<file path="config.mk">
export PLATFORM = sky130hd
export DESIGN_NAME = led_pattern_driver
export DESIGN_NICKNAME = d
export VERILOG_FILES = /design/src/rtl/led_pattern_driver.sv
export SDC_FILE = /design/constraint.sdc
export NUM_CORES = 1
export LEC_CHECK = 0
export CAP_MARGIN = 0
export CELL_PAD_IN_SITES_DETAIL_PLACEMENT = 0
export CELL_PAD_IN_SITES_GLOBAL_PLACEMENT = 1
export CORE_MARGIN = 2
export CORE_UTILIZATION = 48
export CTS_CLUSTER_SIZE = 30
export DETAILED_ROUTE_END_ITERATION = 10
export PLACE_DENSITY = 0.81
export SLEW_MARGIN = 30
export SYNTH_ARGS = -nofsm -noshare
export SYNTH_HDL_FRONTEND = slang
export SYNTH_SLANG_ARGS = --single-unit
</file>
<file path="constraint.sdc">
create_clock -name CLK -period 2.9 [get_ports CLK]
set_input_delay 0.87 -clock CLK [delete_from_list [all_inputs] [get_ports CLK]]
set_output_delay 0.87 -clock CLK [all_outputs]
set_load 0.01 [all_outputs]
</file>
<file path="src/rtl/led_pattern_driver.sv">
// LED animation engine: two debounced buttons select the step rate and one of four
// patterns (count, chase, bounce, blink) shown on an active-low LED bank.

module led_pattern_driver_btn #(
   parameter int unsigned DEB_CYC = 270000
) (
   input  logic CLK,
   input  logic RESETn,
   input  logic btn_i,
   output logic pulse_o
);

   localparam int unsigned DW = (DEB_CYC > 1) ? $clog2(DEB_CYC) : 1;
   localparam logic [DW-1:0] DEB_MAX = DW'(DEB_CYC - 1);

   logic          sync1_q, sync2_q;
   logic          deb_q, deb_d;
   logic          deb_prev_q;
   logic [DW-1:0] cnt_q, cnt_d;

   always_ff @(posedge CLK or negedge RESETn) begin
      if (!RESETn) begin
         sync1_q    <= 1'b0;
         sync2_q    <= 1'b0;
         deb_q      <= 1'b0;
         deb_prev_q <= 1'b0;
         cnt_q      <= '0;
      end else begin
         sync1_q    <= btn_i;
         sync2_q    <= sync1_q;
         deb_q      <= deb_d;
         deb_prev_q <= deb_q;
         cnt_q      <= cnt_d;
      end
   end

   // The window restarts whenever the synchronised input agrees with deb again.
   always_comb begin
      deb_d = deb_q;
      cnt_d = cnt_q;
      if (sync2_q == deb_q) begin
         cnt_d = '0;
      end else if (cnt_q == DEB_MAX) begin
         deb_d = ~deb_q;
         cnt_d = '0;
      end else begin
         cnt_d = cnt_q + DW'(1);
      end
   end

   assign pulse_o = deb_q & ~deb_prev_q;

endmodule

// state (mode_q) | meaning
// MODE_COUNT     | binary count 0..COUNT_MAX, then wrap to 0
// MODE_CHASE     | single lit LED rotating left
// MODE_BOUNCE    | single lit LED sweeping left and right
// MODE_BLINK     | all LEDs toggling together
module led_pattern_driver #(
   parameter int unsigned CLK_HZ    = 27000000,
   parameter int unsigned LED_W     = 6,
   parameter int unsigned SPEED_N   = 3,
   parameter int unsigned COUNT_MAX = 60,
   parameter int unsigned DEB_CYC   = 270000,
   localparam int unsigned SW = (SPEED_N > 1) ? $clog2(SPEED_N) : 1
) (
   input  logic             CLK,
   input  logic             RESETn,
   input  logic             iBtnSpeed,
   input  logic             iBtnMode,
   output logic [LED_W-1:0] oLED,
   output logic [SW-1:0]    oSpeed,
   output logic [1:0]       oMode
);

   localparam int unsigned TW = (CLK_HZ > 1) ? $clog2(CLK_HZ) : 1;
   localparam logic [SW-1:0]    SPEED_MAX = SW'(SPEED_N - 1);
   localparam logic [LED_W-1:0] PAT_WRAP  = LED_W'(COUNT_MAX);

   typedef enum logic [1:0] {
      MODE_COUNT  = 2'd0,
      MODE_CHASE  = 2'd1,
      MODE_BOUNCE = 2'd2,
      MODE_BLINK  = 2'd3
   } mode_e;

   typedef enum logic {
      DIR_LEFT  = 1'b0,
      DIR_RIGHT = 1'b1
   } dir_e;

   logic             speed_pulse, mode_pulse;
   logic             step;
   logic [TW-1:0]    tick_max;
   logic [LED_W-1:0] pat_shl, pat_shr;

   mode_e            mode_q, mode_d;
   dir_e             dir_q, dir_d;
   logic [SW-1:0]    speed_q, speed_d;
   logic [TW-1:0]    tick_q, tick_d;
   logic [LED_W-1:0] pat_q, pat_d;

   led_pattern_driver_btn #(.DEB_CYC(DEB_CYC)) u_btn_speed (
      .CLK    (CLK),
      .RESETn (RESETn),
      .btn_i  (iBtnSpeed),
      .pulse_o(speed_pulse)
   );

   led_pattern_driver_btn #(.DEB_CYC(DEB_CYC)) u_btn_mode (
      .CLK    (CLK),
      .RESETn (RESETn),
      .btn_i  (iBtnMode),
      .pulse_o(mode_pulse)
   );

   function automatic logic [LED_W-1:0] init_pattern(input mode_e m);
      logic [LED_W-1:0] p;
      p = '0;
      if (m == MODE_CHASE || m == MODE_BOUNCE) p = LED_W'(1);
      return p;
   endfunction

   // Each speed level halves the step period.
   assign tick_max = TW'((CLK_HZ >> speed_q) - 1);
   assign step     = (tick_q == tick_max);
   assign pat_shl  = pat_q << 1;
   assign pat_shr  = pat_q >> 1;

   always_ff @(posedge CLK or negedge RESETn) begin
      if (!RESETn) begin
         mode_q  <= MODE_COUNT;
         dir_q   <= DIR_LEFT;
         speed_q <= '0;
         tick_q  <= '0;
         pat_q   <= '0;
      end else begin
         mode_q  <= mode_d;
         dir_q   <= dir_d;
         speed_q <= speed_d;
         tick_q  <= tick_d;
         pat_q   <= pat_d;
      end
   end

   // Button pulses take priority over a step landing in the same cycle.
   always_comb begin
      mode_d  = mode_q;
      dir_d   = dir_q;
      speed_d = speed_q;
      tick_d  = tick_q + TW'(1);
      pat_d   = pat_q;
      if (speed_pulse || mode_pulse) begin
         tick_d = '0;
         if (speed_pulse) begin
            speed_d = (speed_q == SPEED_MAX) ? '0 : speed_q + SW'(1);
         end
         if (mode_pulse) begin
            mode_d = mode_e'(mode_q + 2'd1);
            pat_d  = init_pattern(mode_d);
            dir_d  = DIR_LEFT;
         end
      end else if (step) begin
         tick_d = '0;
         case (mode_q)
            MODE_COUNT: pat_d = (pat_q == PAT_WRAP) ? '0 : pat_q + LED_W'(1);
            MODE_CHASE: pat_d = {pat_q[LED_W-2:0], pat_q[LED_W-1]};
            MODE_BOUNCE: begin
               if (dir_q == DIR_LEFT) begin
                  pat_d = pat_shl;
                  if (pat_shl[LED_W-1]) dir_d = DIR_RIGHT;
               end else begin
                  pat_d = pat_shr;
                  if (pat_shr[0]) dir_d = DIR_LEFT;
               end
            end
            MODE_BLINK: pat_d = ~pat_q;
            default: pat_d = '0;
         endcase
      end
   end

   assign oLED   = ~pat_q;
   assign oSpeed = speed_q;
   assign oMode  = mode_q;

endmodule

</file>
## Yosys cells after proc, flatten, opt, wreduce, memory -nomap -nowiden

Index checks and enable logic that the tools add are counted.

- Register bits after elaboration: 82
- Output and inout port bits: 10
- Input bits: 4
- Word-level logic and storage cells: 77

- Add/sub/neg operators: 7
- Equality and inequality tests: 13
- Bitwise operators: 9
- Shift-type cells: 1
- Reduce and logical (&&, ||, !) cells: 11
- Mux-type cells: 21

Operator list:

| kind | count |
|---|---|
| $mux W19 | 4 |
| $mux W25 | 2 |
| $add A19 B1 Y19 const B | 2 |
| $eq A19 B19 Y1 const B | 2 |
| $mux W6 | 5 |
| $add A25 B1 Y25 const B | 1 |
| $eq A25 B25 Y1 | 1 |
| $shr A25 B2 Y25 const A | 1 |
| $sub A25 B1 Y25 const B | 1 |
| $pmux W6 S4 | 1 |
| $reduce_and A2 Y1 | 5 |
| $eq A2 B2 Y1 const B | 4 |
| $mux W1 | 8 |
| $add A6 B1 Y6 const B | 1 |
| $eq A6 B6 Y1 const B | 1 |
| $not A1 Y1 | 6 |
| $not A6 Y6 | 1 |
| $add A2 B1 Y2 const B | 2 |
| $eq A2 B1 Y1 const B | 2 |
| $reduce_bool A2 Y1 | 2 |
| $reduce_and A3 Y1 | 1 |
| $and A1 B1 Y1 | 2 |
| $eq A1 B1 Y1 | 2 |
| $logic_not A2 Y1 | 1 |
| other kinds (3) | 4 |

## Depth between registers and ports, before layout

Gate-level depths: netlist of run 1.

- Depth after elaboration: 6
- Gate-level depth with buffers: 9

## Cells and area by module

Synthesis of run 1 repeated with hierarchy kept, for this count alone.

- Cells, all modules: 454
- Area, all modules: 4,498.1 sq um

By module, submodules not included:

| module | area each (sq um) | times used | cells an instance |
|---|---|---|---|
| led_pattern_driver | 2,293.4 | 1 | 250 |
| led_pattern_driver_btn | 1,102.3 | 2 | 102 |

## Worst setup path after synthesis of run 1

Ideal clock, no wire load.

- Path type: register -> register
- Start: reg speed_q[1], in the netlist oSpeed[1]
- End: reg dir_q
- Setup time: 78 ps
- Setup slack: 376 ps
- Data required time: 2,822 ps
- Buffers on the path: 1
- Arrival time: 2,447 ps
- Cell stages (with the launch flop): 9
- Cells stage by stage: dfrtp_1 > inv_1 > ha_1 > xnor2_1 > xnor2_1 > or4b_1 > buf_2 > or4_1 > a21boi_1

- Longest elaborated chain between the ends: 5

Ends and longest elaborated chain:

| element | line | source |
|---|---|---|
| start: declaration | 100 | `logic [SW-1:0] speed_q, speed_d;` |
| start signal: assignment | 141 | `speed_q <= speed_d;` |
| $shr A25 B2 Y25 | 126 | `assign tick_max = TW'((CLK_HZ >> speed_q) - 1);` |
| $sub A25 B1 Y25 | 126 |  |
| $eq A25 B25 Y1 | 127 | `assign step = (tick_q == tick_max);` |
| $reduce_bool A2 Y1 (no line) | n/a |  |
| $reduce_and A3 Y1 (no line) | n/a |  |
| end signal: assignment | 140 | `dir_q <= dir_d;` |
| end: declaration | 99 | `dir_e dir_q, dir_d;` |

Every way passes these cells.
A chain may end at the register's enable or synchronous reset.

## Final worst setup path of run 1

Ends and elaborated chain as after synthesis.

==> results of run 1 <==
==> critical path: cells and delay by family (launching register included) <==
kind | cells | cell delay [ns]
AND/OR/NAND/NOR | 2 | 1.20
buffers and inverters | 1 | 0.12
XOR/XNOR | 2 | 0.29
flip-flops | 1 | 0.45
AO/OA/AOI/OAI | 1 | 0.14
adder cells (fa/ha/maj) | 1 | 0.36
==> routing by layer <==
metal	routed length, µm	vias to the layer above
li1	-	1539
met1	4050	1532
met2	3980	53
met3	289	12
met4	133	0
met5	0	-
==> through the flow <==
stage	std cells	util, %	setup WS (ns)	power [mW]
6_report	569	55.2	0.260	2.12
5_1_grt	569	55.2	0.103	2.21
4_1_cts	569	55.1	0.180	2.15
3_5_place_dp	553	52.6	0.213	1.24
3_3_place_gp	553	52.6	0.285	1.23
2_1_floorplan	438	-	0.376	1.20
==> how the worst min path moves through the flow <==
stage,startpoint,to,slack [ns],cells after the start
floorplan,u_btn_mode.sync1_q,u_btn_mode.sync2_q,0.33,0
global placement,u_btn_mode.sync1_q,u_btn_mode.sync2_q,0.33,0
detailed placement,u_btn_speed.sync1_q,u_btn_speed.sync2_q,0.35,0
CTS,u_btn_speed.sync1_q,u_btn_speed.sync2_q,0.36,0
global route,u_btn_speed.sync1_q,u_btn_speed.sync2_q,0.37,0
finish,u_btn_mode.sync1_q,u_btn_mode.sync2_q,0.36,0
==> kinds of logic after synthesis <==
kind of cell    share of synthesized area (%)
buf+inv                                  2.64
xor+xnor                                 15.0
flops                                    47.6
compound gates                           5.75
mux                                      1.71
simple gates                             22.6
fa+ha+maj                                4.64
==> cell type report <==
cell class	count	area (µm²)
clock buffers	11	141
flip-flops and latches	82	2050
clock inverters	5	77.6
inverters	19	71.3
multi-input cells	327	2150
well taps	108	135
repair buffers	17	183
fillers	774	3910
==> power by group <==
part           leakage [nW]  total, mW  internal (mW)  switching [mW]
clock network         0.109      0.913          0.506           0.407
logic                 0.834     0.0511         0.0144          0.0367
registers              1.12       1.16           1.15         0.00767
==> timing repair <==
action                                  CTS  global route
endpoints found under the hold margin     0             0
hold buffers                              0             0
setup buffers                             0             0
resized for setup                         0             2
endpoints found under the setup margin    0             2
==> registers in the layout, summed over array words and instances (netlist names) <==
register                count
tick_q                     25
u_btn_mode.cnt_q           19
u_btn_speed.cnt_q          19
pat_q                       6
oMode                       2
oSpeed                      2
dir_q                       1
u_btn_mode.deb_prev_q       1
u_btn_mode.deb_q            1
u_btn_mode.sync1_q          1
u_btn_mode.sync2_q          1
u_btn_speed.deb_prev_q      1
u_btn_speed.deb_q           1
u_btn_speed.sync1_q         1
u_btn_speed.sync2_q         1
==> placed cells by master, fill, tap and decap left out, types with 3 or more instances in the layout <==
master	netlist	final
a21oi_1	4	4
a221oi_1	3	3
and3_1	10	10
and4_1	4	4
buf_4	0	3
clkbuf_8	0	10
clkdlybuf4s50_1	0	12
dfrtp_1	82	81
ha_1	16	16
inv_1	19	19
mux2_2	3	3
mux2i_1	4	4
nand2_1	29	29
nand3_1	30	30
nand4_1	15	15
nor2_1	77	77
nor3_1	5	5
nor4_1	8	8
nor4b_1	5	5
o21ai_0	4	4
o2bb2ai_1	3	3
xnor2_1	36	36
xor2_1	38	38
==> results, run 1 <==
- The deepest clock path buffer count is 2.
- The sort of element at the end of the critical path is a flip-flop.
- The number of antenna diodes in the final layout is 0.
- A synthesized cell averages 9.84 µm².
- The share of post-route cells with drive strength above 1 is under 10%.
- The die boundary width is 98.8 µm.
- The most used standard cell by instance count after synthesis is dfrtp_1.
- The count of buffers from port buffering is 13.
- Across every metal layer, demand over resource in global routing totals 18.4%.
- The area added between synthesis and finish is 11.7%.
- The peak fanout along the critical path is 9.
- The final hold slack is 0.362 ns.
- The proportion of netlist area held by the largest area contributor is 47.6%.
- The remaining antenna violation count is 0.
- The number of global-route vias before repair is roughly 3.2k.
- The core area is 8720 µm².
- At the pin with the least slew margin, the transition time is 0.799 ns.
- The share of synthesized flip-flops with an asynchronous set or reset is 100%.
- The net count after synthesis is 458.
- Counting every sink on the clock net gives between 80 and 90.
- The layout net count is 476.
- The cell count after synthesis is 438.
- After synthesis, flip-flops and latches occupy 47.6% of the total area.
- Once the floorplan was initialized, standard cells occupied 49.4% of the core.
- The first detailed-routing pass ran for 4 iterations.
- The most critical setup path has its startpoint at oSpeed[1].
- In this run the static leakage power is about 2 nW.
- Walking the worst path, the cells encountered are inv_1 -> ha_1 -> xnor2_1 -> xnor2_1 -> or4b_1 -> or4_1 -> a21boi_1.
- After clock tree synthesis, the clock-pin slew on the worst setup and hold paths is approximately 0.090 ns.
- For this run, design rule violations remaining after detail routing come to 0.
- Setup violations remaining at the end of the flow were counted as 0.
- The count of endpoints failing hold in the final timing report is 0.
- In the global route stage, met2 resource usage came out at approximately 30%.
- 14 I/O pins were placed.
- The run finished with clean final reports.
- The ratio of final minimum period to clock period is between 90% and 100%.
- The initial antenna violation count is 0.
- The detailed placement HPWL is a little under 6000 µm.
- In the final timing run, aggregate negative setup slack is 0 ns.
- The worst register-to-register path has a setup slack of 0.26 ns.
- The end of the worst register-to-register path is dir_q.
- The largest single stage delay on the critical path is 0.65 ns.
- STA puts the critical path data required time at 3.18 ns.
- The highest attainable clock frequency is 0.379 GHz.
- The arrival time at the worst endpoint is 2.92 ns.
- The met3 usage in global routing is a little over 4%.
- After detailed routing, the average wire length per cell comes to 14.8 µm.
- The weighted congestion reported at the end of routability-driven placement is between 0.8 and 0.9.
- The worst pin sits at a relative slew slack of a little under half.
- The synthesized design spends more area on one cell type than any other, namely dfrtp_1.
- The number of buffers created by CTS is 9.
- The detailed-route vias per instance is 5.51.
- By area the synthesized netlist is led by dfrtp_1 (48%), xor2_1 (7.7%), xnor2_1 (7.3%).
- After the first detailed-routing iteration, the DRC count stood at 180.
- In this run the critical register-to-register path is launched from oSpeed[1].
- The placed instance area is 4590 µm².
- After global routing, the most crowded layer is met2.
- The number of synthesized flops with an enable pin is 0.
- The number of pins exceeding their max-slew limit in the final report came to 0.
- Global routing finished with a remaining overflow of 0.
- The kind of launch point of the worst setup path is a flip-flop.
- The number of different library cells used by synthesis comes to 49.
- The area enclosed by the die boundary is 9760 µm².
- At the later pin of the worst-skew pair, clock insertion delay measures about 0.35 ns.
- The first-pass GRT wire length is about 15000 µm.
- Entering global routing, the biggest net connects 50 pins.
- In this run the worst setup path terminates at dir_q.
- For this design the ratio of total power to cell area is 441 nW/µm².
- The met1 demand-to-capacity share in global routing is about a quarter.
- The cell with the largest stage delay on the worst path is or4b_1.
- The worst setup path is of the reg2reg kind.
- Across the VDD grid, the largest voltage drop is 207 µV.
- The root buffer cell chosen for the clock tree is clkbuf_8.
- The max-cap check violation count is 0.
- TritonCTS built the clock tree.
- The synthesis-stage register bit count is 82.
- The H-tree level count is 3.
- Once layout is done, the placed cells without fillers occupy between 4000 and 5000 µm².
- The worst reg-to-reg path cell count is 7.
- Across all layers, the routed design uses around 3.1k vias.
- The library cell appearing most often on the critical path is xnor2_1.
- The clock arrives with roughly 0.012 ns of skew.
- The total detailed-routing wirelength is 8450 µm.
- After synthesis the cells add up to 4310 µm².
- In this run the core area contains 34 standard-cell rows.
- The commonest cells after synthesis are dfrtp_1 (82), nor2_1 (77), xor2_1 (38).
- The Yosys warning count is 0.
- The tightest min-delay check is of the reg2reg type.
- The clock period minus worst slack is 2.64 ns.
- Setup repair after global routing left no endpoint under its margin.
- The most used flip-flop cell after synthesis is dfrtp_1.
- In this run the vertical extent of the chip is 98.8 µm.
No activity file was read; power rests on OpenSTA's default activity.
==> inputs of run 2 (changes only) <==
==> constraint.sdc (replaced) <==
create_clock -name CLK -period 2.56 [get_ports CLK]
set_input_delay 0.768 -clock CLK [delete_from_list [all_inputs] [get_ports CLK]]
set_output_delay 0.768 -clock CLK [all_outputs]
set_load 0.01 [all_outputs]
==> run 2 against run 1 <==
Compared with the run above: sequential power rose by 13%; count of clock-buffer cells in the layout fell by 1; first-iteration DRC count fell by 33%; via count fell by 0.70%; critical path type unchanged; highest routed layer unchanged.
==> results, run 2 (synthesis gave the netlist of run 1 again) <==
- The die boundary width is 98.8 µm (unchanged).
- The area added between synthesis and finish is 12.7%.
- The count of buffers from port buffering was 13 (unchanged).
- In this run the critical register-to-register path is launched from oSpeed[1].
- The largest net degree at the start of global routing came to 43 (-14%).
- The placed instance area is 4610 µm² (+0.55%).
- The most frequent standard cell in the layout excluding fill and tap cells is dfrtp_1.
- The leakage power of the design is 2.09 nW (+1.6%).
- The antenna diode count is 0 (unchanged).
- The detailed placement HPWL came to 5560 µm (-3.6%).
- The total detailed-routing wirelength is 8060 µm (-4.6%).
- The layout net count was 483 (+1.5%).
- The weighted congestion reported at the end of routability-driven placement is 0.868 (+7.4%).
- The highest attainable clock frequency is 0.418 GHz (+10%).
- The power per cell area is 481 nW/µm² (+9.0%).
- The clock period minus worst slack came to 2.39 ns (-0.250 ns).
- The clock slew at the register clock pins of the worst setup and hold paths is 0.08 ns (about the same).
- The number of DRC markers after the initial detailed-route iteration is 121 (-33%).
- The met1 demand-to-capacity share in global routing is 25.9% (+0.70 points).
- The core area came to 8720 µm² (unchanged).
- The worst hold path terminates at u_btn_mode.sync2_q.
- The min-delay analysis places its worst path in the category reg2reg.
- The flow ran to the end, and the final reports show no timing, DRC or antenna violations.
- The ratio of final minimum period to clock period came to 93.4% (+2.3 points).
- The worst setup skew after layout is 0.0108 ns (-0.00140 ns).
- The post-route standard cell area excluding fillers is 4860 µm² (+0.88%).
- The required time of the critical path was 2.84 ns (-0.34 ns).
- The type of the worst setup path is reg2reg.
- The flip-flop count of the largest register after layout is 25 (unchanged).
- The count of endpoints failing hold in the final timing report came to 0 (unchanged).
- The most heavily used metal layer in global routing is met2.
- The detailed-route vias per instance is 5.41 (-1.9%).
- The number of buffers created by CTS is 9 (unchanged).
- The share of post-route cells with drive strength above 1 is 8.55% (+2.5 points).
- The peak fanout along the critical path is 7 (-2).
- The number of global-route vias before repair was 3084 (-2.4%).
- The reg-to-reg setup timing slack was 0.17 ns (-0.09 ns).
- The CTS sink count is 82 (unchanged).
- The deepest clock path buffer count is 2 (unchanged).
- The number of failing setup endpoints in the final timing report is 0 (unchanged).
- The launch instance of the worst min-delay path is u_btn_mode.sync1_q.
- The iteration count of the initial detailed-routing pass is 4 (unchanged).
- The worst voltage drop across the vdd grid is 346 µV (+67%).
- The sort of element at the end of the critical path is a flip-flop.
- The area enclosed by the die boundary is 9760 µm² (unchanged).
- The die span in y is 98.8 µm (unchanged).
- The arrival time at the worst endpoint came to 2.67 ns (-0.25 ns).
- The clock root buffer master is clkbuf_8.
- Setup repair after global routing left no endpoint under its margin.
- The total grt overflow is 0 (unchanged).
- The source of the critical timing path is oSpeed[1].
- The worst reg-to-reg path cell count is 7 (unchanged).
- The max-cap check violation count came to 0 (unchanged).
- The remaining max-slew budget at the tightest pin is 58.7% (+12 points).
- The number of DRC violations after detailed routing is 0 (unchanged).
- The global-route track usage on met2 is 28.0% (-1.6 points).
- STA classifies the critical path startpoint as a flip-flop.
- The detailed-route via count is 3114 (-0.70%).
- The number of core rows is 34 (unchanged).
- The H-tree level count came to 3 (unchanged).
- The worst hold path stage count is 0 (unchanged).
- The combined global-route utilization of all metal layers is 18.2% (-0.29 points).
- The insertion delay of the later-clocked pin in the worst-skew pair is 0.36 ns (about the same).
- The first-pass GRT wire length is 14500 µm (-1.6%).
- The number of pins exceeding their max-slew limit in the final report was 0 (unchanged).
- The setup TNS is 0 ns (unchanged).
- TritonCTS built the clock tree.
- The met3 usage in global routing is 2.62% (-1.5 points).
- In the layout the commonest cells are dfrtp_1 (82), nor2_1 (77), xor2_1 (38), xnor2_1 (35), nand3_1 (30).
- The initial cell density of the core is 49.4% (unchanged).
- The largest registers in the layout are tick_q x25, u_btn_mode.cnt_q x19, u_btn_speed.cnt_q x19.
- The worst register-to-register path ends at dir_q.
- The actual transition at the worst max-transition pin is 0.614 ns (-0.185 ns).
- The number of top-level pins is 14 (unchanged).
- The initial antenna violation count is 0 (unchanged).
- More flip-flops sit in one register than any other, and that register is tick_q.
- The remaining antenna violation count is 0 (unchanged).
- The wire length per cell is 14.0 µm (-5.8%).
## run 2: changes by cell type in the layout (fill, tap and decap cells not counted), sizes merged
cell    before  now
clkbuf      11   10
inv         19   20
buf          5   12
bufinv       2    1
clkinv       2    3
## run 2: how the worst max path moves through the flow
stage	to
3_3_place_gp	pat_q[0]
3_5_place_dp	dir_q
4_1_cts	dir_q
6_report	dir_q
5_1_grt	dir_q
2_1_floorplan	dir_q
## run 2: routing by layer
layer / wire length [µm] / vias to the layer above
met1: 4080 / 1524
met4: 142 / 0
met3: 216 / 11
li1: - / 1543
met2: 3620 / 36
met5: 0 / -
## run 2: power by group
| part | total, mW | switching (mW) | internal (mW) | leakage [nW] |
|---|---|---|---|---|
| Clock | 0.964 | 0.485 | 0.479 | 0.103 |
| Sequential | 1.31 | 0.00866 | 1.30 | 1.12 |
| Combinational | 0.0575 | 0.0413 | 0.0162 | 0.872 |
| Total | 2.34 | 0.535 | 1.80 | 2.09 |
## run 2: layout make-up
class                      instances  area (µm²)
clock buffer                      10         138
clock inverter                     6        65.1
timing repair buffer              24         223
tap                              108         135
fill                             789        3860
inverter                          19        71.3
multi-input combinational        327        2170
sequential                        82        2050
## run 2: repair_timing
item | in CTS | in global routing
resized for setup | 0 | 6
setup buffers | 0 | 2
endpoints found under the setup margin | 0 | 7
hold buffers | 0 | 0
## run 2: worst max-delay path: stages (launching register included)
cell	delay (ns)
dfrtp_1	0.39
inv_2	0.09
ha_2	0.31
xnor2_2	0.15
xnor2_1	0.14
or4b_4	0.55
or4_1	0.51
a21boi_1	0.17
## run 2: through the flow
step	util [%]	cells	hold slack, ns	setup slack, ns	power, mW
final	55.7	576	0.355	0.170	2.34
after global routing	55.7	576	0.362	0.0458	2.43
after floorplan	-	438	0.331	0.0357	1.36
after global placement	52.9	558	0.335	0.136	1.40
after detailed placement	52.9	558	0.336	0.0778	1.40
after CTS	55.2	574	0.357	0.0487	2.37
==> inputs of run 3 (changes only) <==
==> constraint.sdc (replaced) <==
create_clock -name CLK -period 2.26 [get_ports CLK]
set_input_delay 0.678 -clock CLK [delete_from_list [all_inputs] [get_ports CLK]]
set_output_delay 0.678 -clock CLK [all_outputs]
set_load 0.01 [all_outputs]
==> run 3 against run 2 <==
Compared with the run above: the flow now finishes with violations (setup timing); critical path type unchanged; critical endpoint is now pat_q[0]; setup slack got worse by 0.19 ns; clock skew up 0.0053 ns; largest cell class unchanged; count of clock-buffer cells in the layout increased by 1; fmax increased by 4.7%.
==> results, run 3 (synthesis gave the netlist of run 1 again) <==
- The first-pass GRT wire length came to 14600 µm (+0.33%).
- The H-tree level count is 3 (unchanged).
- The run finished, with violations left.
- The required time of the critical path is 2.53 ns (-0.31 ns).
- The largest registers in the layout are tick_q x25, u_btn_mode.cnt_q x19, u_btn_speed.cnt_q x19.
- The CTS sink count came to 82 (unchanged).
- The number of pins exceeding their max-slew limit in the final report is 0 (unchanged).
- The initial cell density of the core is 49.4% (unchanged).
- The combined global-route utilization of all metal layers is 18.1% (-0.070 points).
- The internal power of the cells is 2.26 mW (+26%).
- The arrival time at the worst endpoint was 2.55 ns (-0.12 ns).
- The insertion delay of the later-clocked pin in the worst-skew pair is 0.35 ns (about the same).
- The sort of element at the end of the critical path is a flip-flop.
- The peak fanout along the critical path was 4 (-3).
- The highest attainable clock frequency is 0.438 GHz (+4.7%).
- The filler cell count in the final layout was 751 (-4.8%).
- The wire length per cell is 14.0 µm (-0.22%).
- The die span in y is 98.8 µm (unchanged).
- The area added between synthesis and finish is 17.4%.
- The clock slew at the register clock pins of the worst setup and hold paths is 0.09 ns (about the same).
- The final reports fail on setup timing.
- The largest net degree at the start of global routing is 45 (+4.7%).
- The remaining antenna violation count is 0 (unchanged).
- Setup repair after global routing could not meet its margin everywhere.
- The actual transition at the worst max-transition pin came to 0.599 ns (-0.0152 ns).
- The kind of launch point of the worst setup path is a flip-flop.
- The antenna diode count is 0 (unchanged).
- The worst setup skew after layout is 0.0161 ns (+0.00529 ns).
- The part of the power in the clock network is 45.1% (+3.8 points).
- The flip-flop count of the largest register after layout is 25 (unchanged).
- The switching portion of total power was 20.2% (-2.7 points).
- The deepest clock path buffer count is 2 (unchanged).
- The clock period minus worst slack is 2.28 ns (-0.108 ns).
- The max-cap check violation count is 0 (unchanged).
- The root buffer cell chosen for the clock tree is clkbuf_8.
- The top cell types in the final layout, fill and taps aside, are dfrtp_1 (80), nor2_1 (77), xor2_1 (38), xnor2_1 (35), nand3_1 (30).
- The layout net count was 491 (+1.7%).
- The initial antenna violation count was 0 (unchanged).
- The leakage power of the design was 2.16 nW (+3.2%).
- The power consumption came to 2.83 mW (+21%).
- The register with the most flip-flops in the final layout is tick_q.
- The remaining max-slew budget at the tightest pin is 59.7% (+0.98 points).
- The detailed-route via count is 3151 (+1.2%).
- The total grt overflow is 0 (unchanged).
- The number of core rows is 34 (unchanged).
- The setup TNS is -0.0521 ns (-0.0521 ns).
- The total detailed-routing wirelength is 8150 µm (+1.2%).
- The most frequent standard cell in the layout excluding fill and tap cells is dfrtp_1.
- The iteration count of the initial detailed-routing pass is 5 (+1).
- The area enclosed by the die boundary is 9760 µm² (unchanged).
- The number of failing setup endpoints in the final timing report came to 3 (+3).
- The setup path with the least slack is of type reg2reg.
- The die boundary width was 98.8 µm (unchanged).
- The net switching power figure is 0.573 mW (+7.0%).
- The number of buffers created by CTS is 9 (unchanged).
- The final hold slack is 0.220 ns (-0.135 ns).
- The class of the tightest hold or removal check is in2async.
- The number of buffers inserted for hold repair after clock tree synthesis is 0 (unchanged).
- The portion of total power attributed to combinational logic is 2.4% (about the same).
- The number of global-route vias before repair came to 3103 (+0.62%).
- The power per cell area is 560 nW/µm² (+17%).
- The share of total power in sequential cells came to 52.5% (-3.7 points).
- The number of DRC violations after detailed routing is 0 (unchanged).
- The ratio of final minimum period to clock period is 101% (+7.6 points).
- The clock tree from TritonCTS is done.
- The share of post-route cells with drive strength above 1 came to 12.6% (+4.1 points).
- The number of top-level pins was 14 (unchanged).
- The count of buffers from port buffering came to 13 (unchanged).
- The detailed-route vias per instance is 5.40 (-0.20%).
- The detailed placement HPWL was 5690 µm (+2.4%).
- The core area is 8720 µm² (unchanged).
- The post-layout worst setup margin is -0.0223 ns (-0.192 ns).
- The weighted congestion reported at the end of routability-driven placement is 0.869 (+0.12%).
- The number of DRC markers after the initial detailed-route iteration was 147 (+21%).
- The worst voltage drop across the vdd grid came to 434 µV (+25%).
- The count of endpoints failing hold in the final timing report is 0 (unchanged).
[run 3: final timing paths]
path / startpoint / end / slack (ns) / depth (start not counted)
min: RESETn / oSpeed[1] / 0.22 / 1
max: oSpeed[1] / pat_q[0] / -0.02 / 9
max reg2reg: oSpeed[1] / pat_q[0] / -0.02 / 9
min reg2reg: u_btn_mode.sync1_q / u_btn_mode.sync2_q / 0.35 / 0
max in group asynchronous: RESETn / tick_q[17] / 1.49 / 2
min in group CLK: u_btn_mode.sync1_q / u_btn_mode.sync2_q / 0.35 / 0
[run 3: timing repair]
item / 4_1_cts / 5_1_grt
buffers inserted: 0 / 1
gates resized for setup: 7 / 10
pin swaps: 5 / 6
endpoints found under the setup margin: 7 / 33
[run 3: worst max-delay path, cell delays in order (launching register included)]
cell and delay [ns]:
dfrtp_2 0.43, inv_4 0.05, buf_6 0.12, ha_4 0.15, xor2_1 0.14, nor4_2 0.31, o2111ai_2 0.23, buf_6 0.20
o31ai_4 0.32, mux2i_1 0.23
[run 3: cell type report]
class | instances | area, µm² | area share, %
sequential | 82 | 2050 | 40.6
tap | 108 | 135 | 2.67
inverter | 19 | 73.8 | 1.46
timing repair buffer | 32 | 310 | 6.13
multi-input combinational | 327 | 2240 | 44.3
clock inverter | 5 | 103 | 2.03
clock buffer | 11 | 141 | 2.79
[run 3: through the flow]
stage | utilization [%] | setup WS [ns] | area, µm² | cells
finish | 58.0 | -0.0223 | 5060 | 584
CTS | 57.5 | -0.0310 | 5020 | 583
global route | 58.0 | -0.122 | 5060 | 584
detailed placement | 54.3 | -0.0646 | 4740 | 567
floorplan | - | -0.0531 | 4370 | 438
global placement | 54.3 | -0.0261 | 4740 | 567
[run 3: power groups by stage]
stage,Combinational (mW),Clock [mW],Sequential (mW)
2_1_floorplan,0.0237,0,1.52
3_3_place_gp,0.0693,0,1.52
3_5_place_dp,0.0710,0,1.52
4_1_cts,0.0712,1.32,1.49
5_1_grt,0.0808,1.37,1.49
6_report,0.0672,1.28,1.49
[run 3: routing by layer]
| metal | vias up | track usage (%) | routed length, µm |
|---|---|---|---|
| li1 | 1565 | - | - |
| met2 | 59 | 29.0 | 3890 |
| met1 | 1517 | 24.9 | 3900 |
| met5 | - | 0 | 0 |
| met4 | 0 | 6.01 | 111 |
| met3 | 10 | 3.40 | 244 |
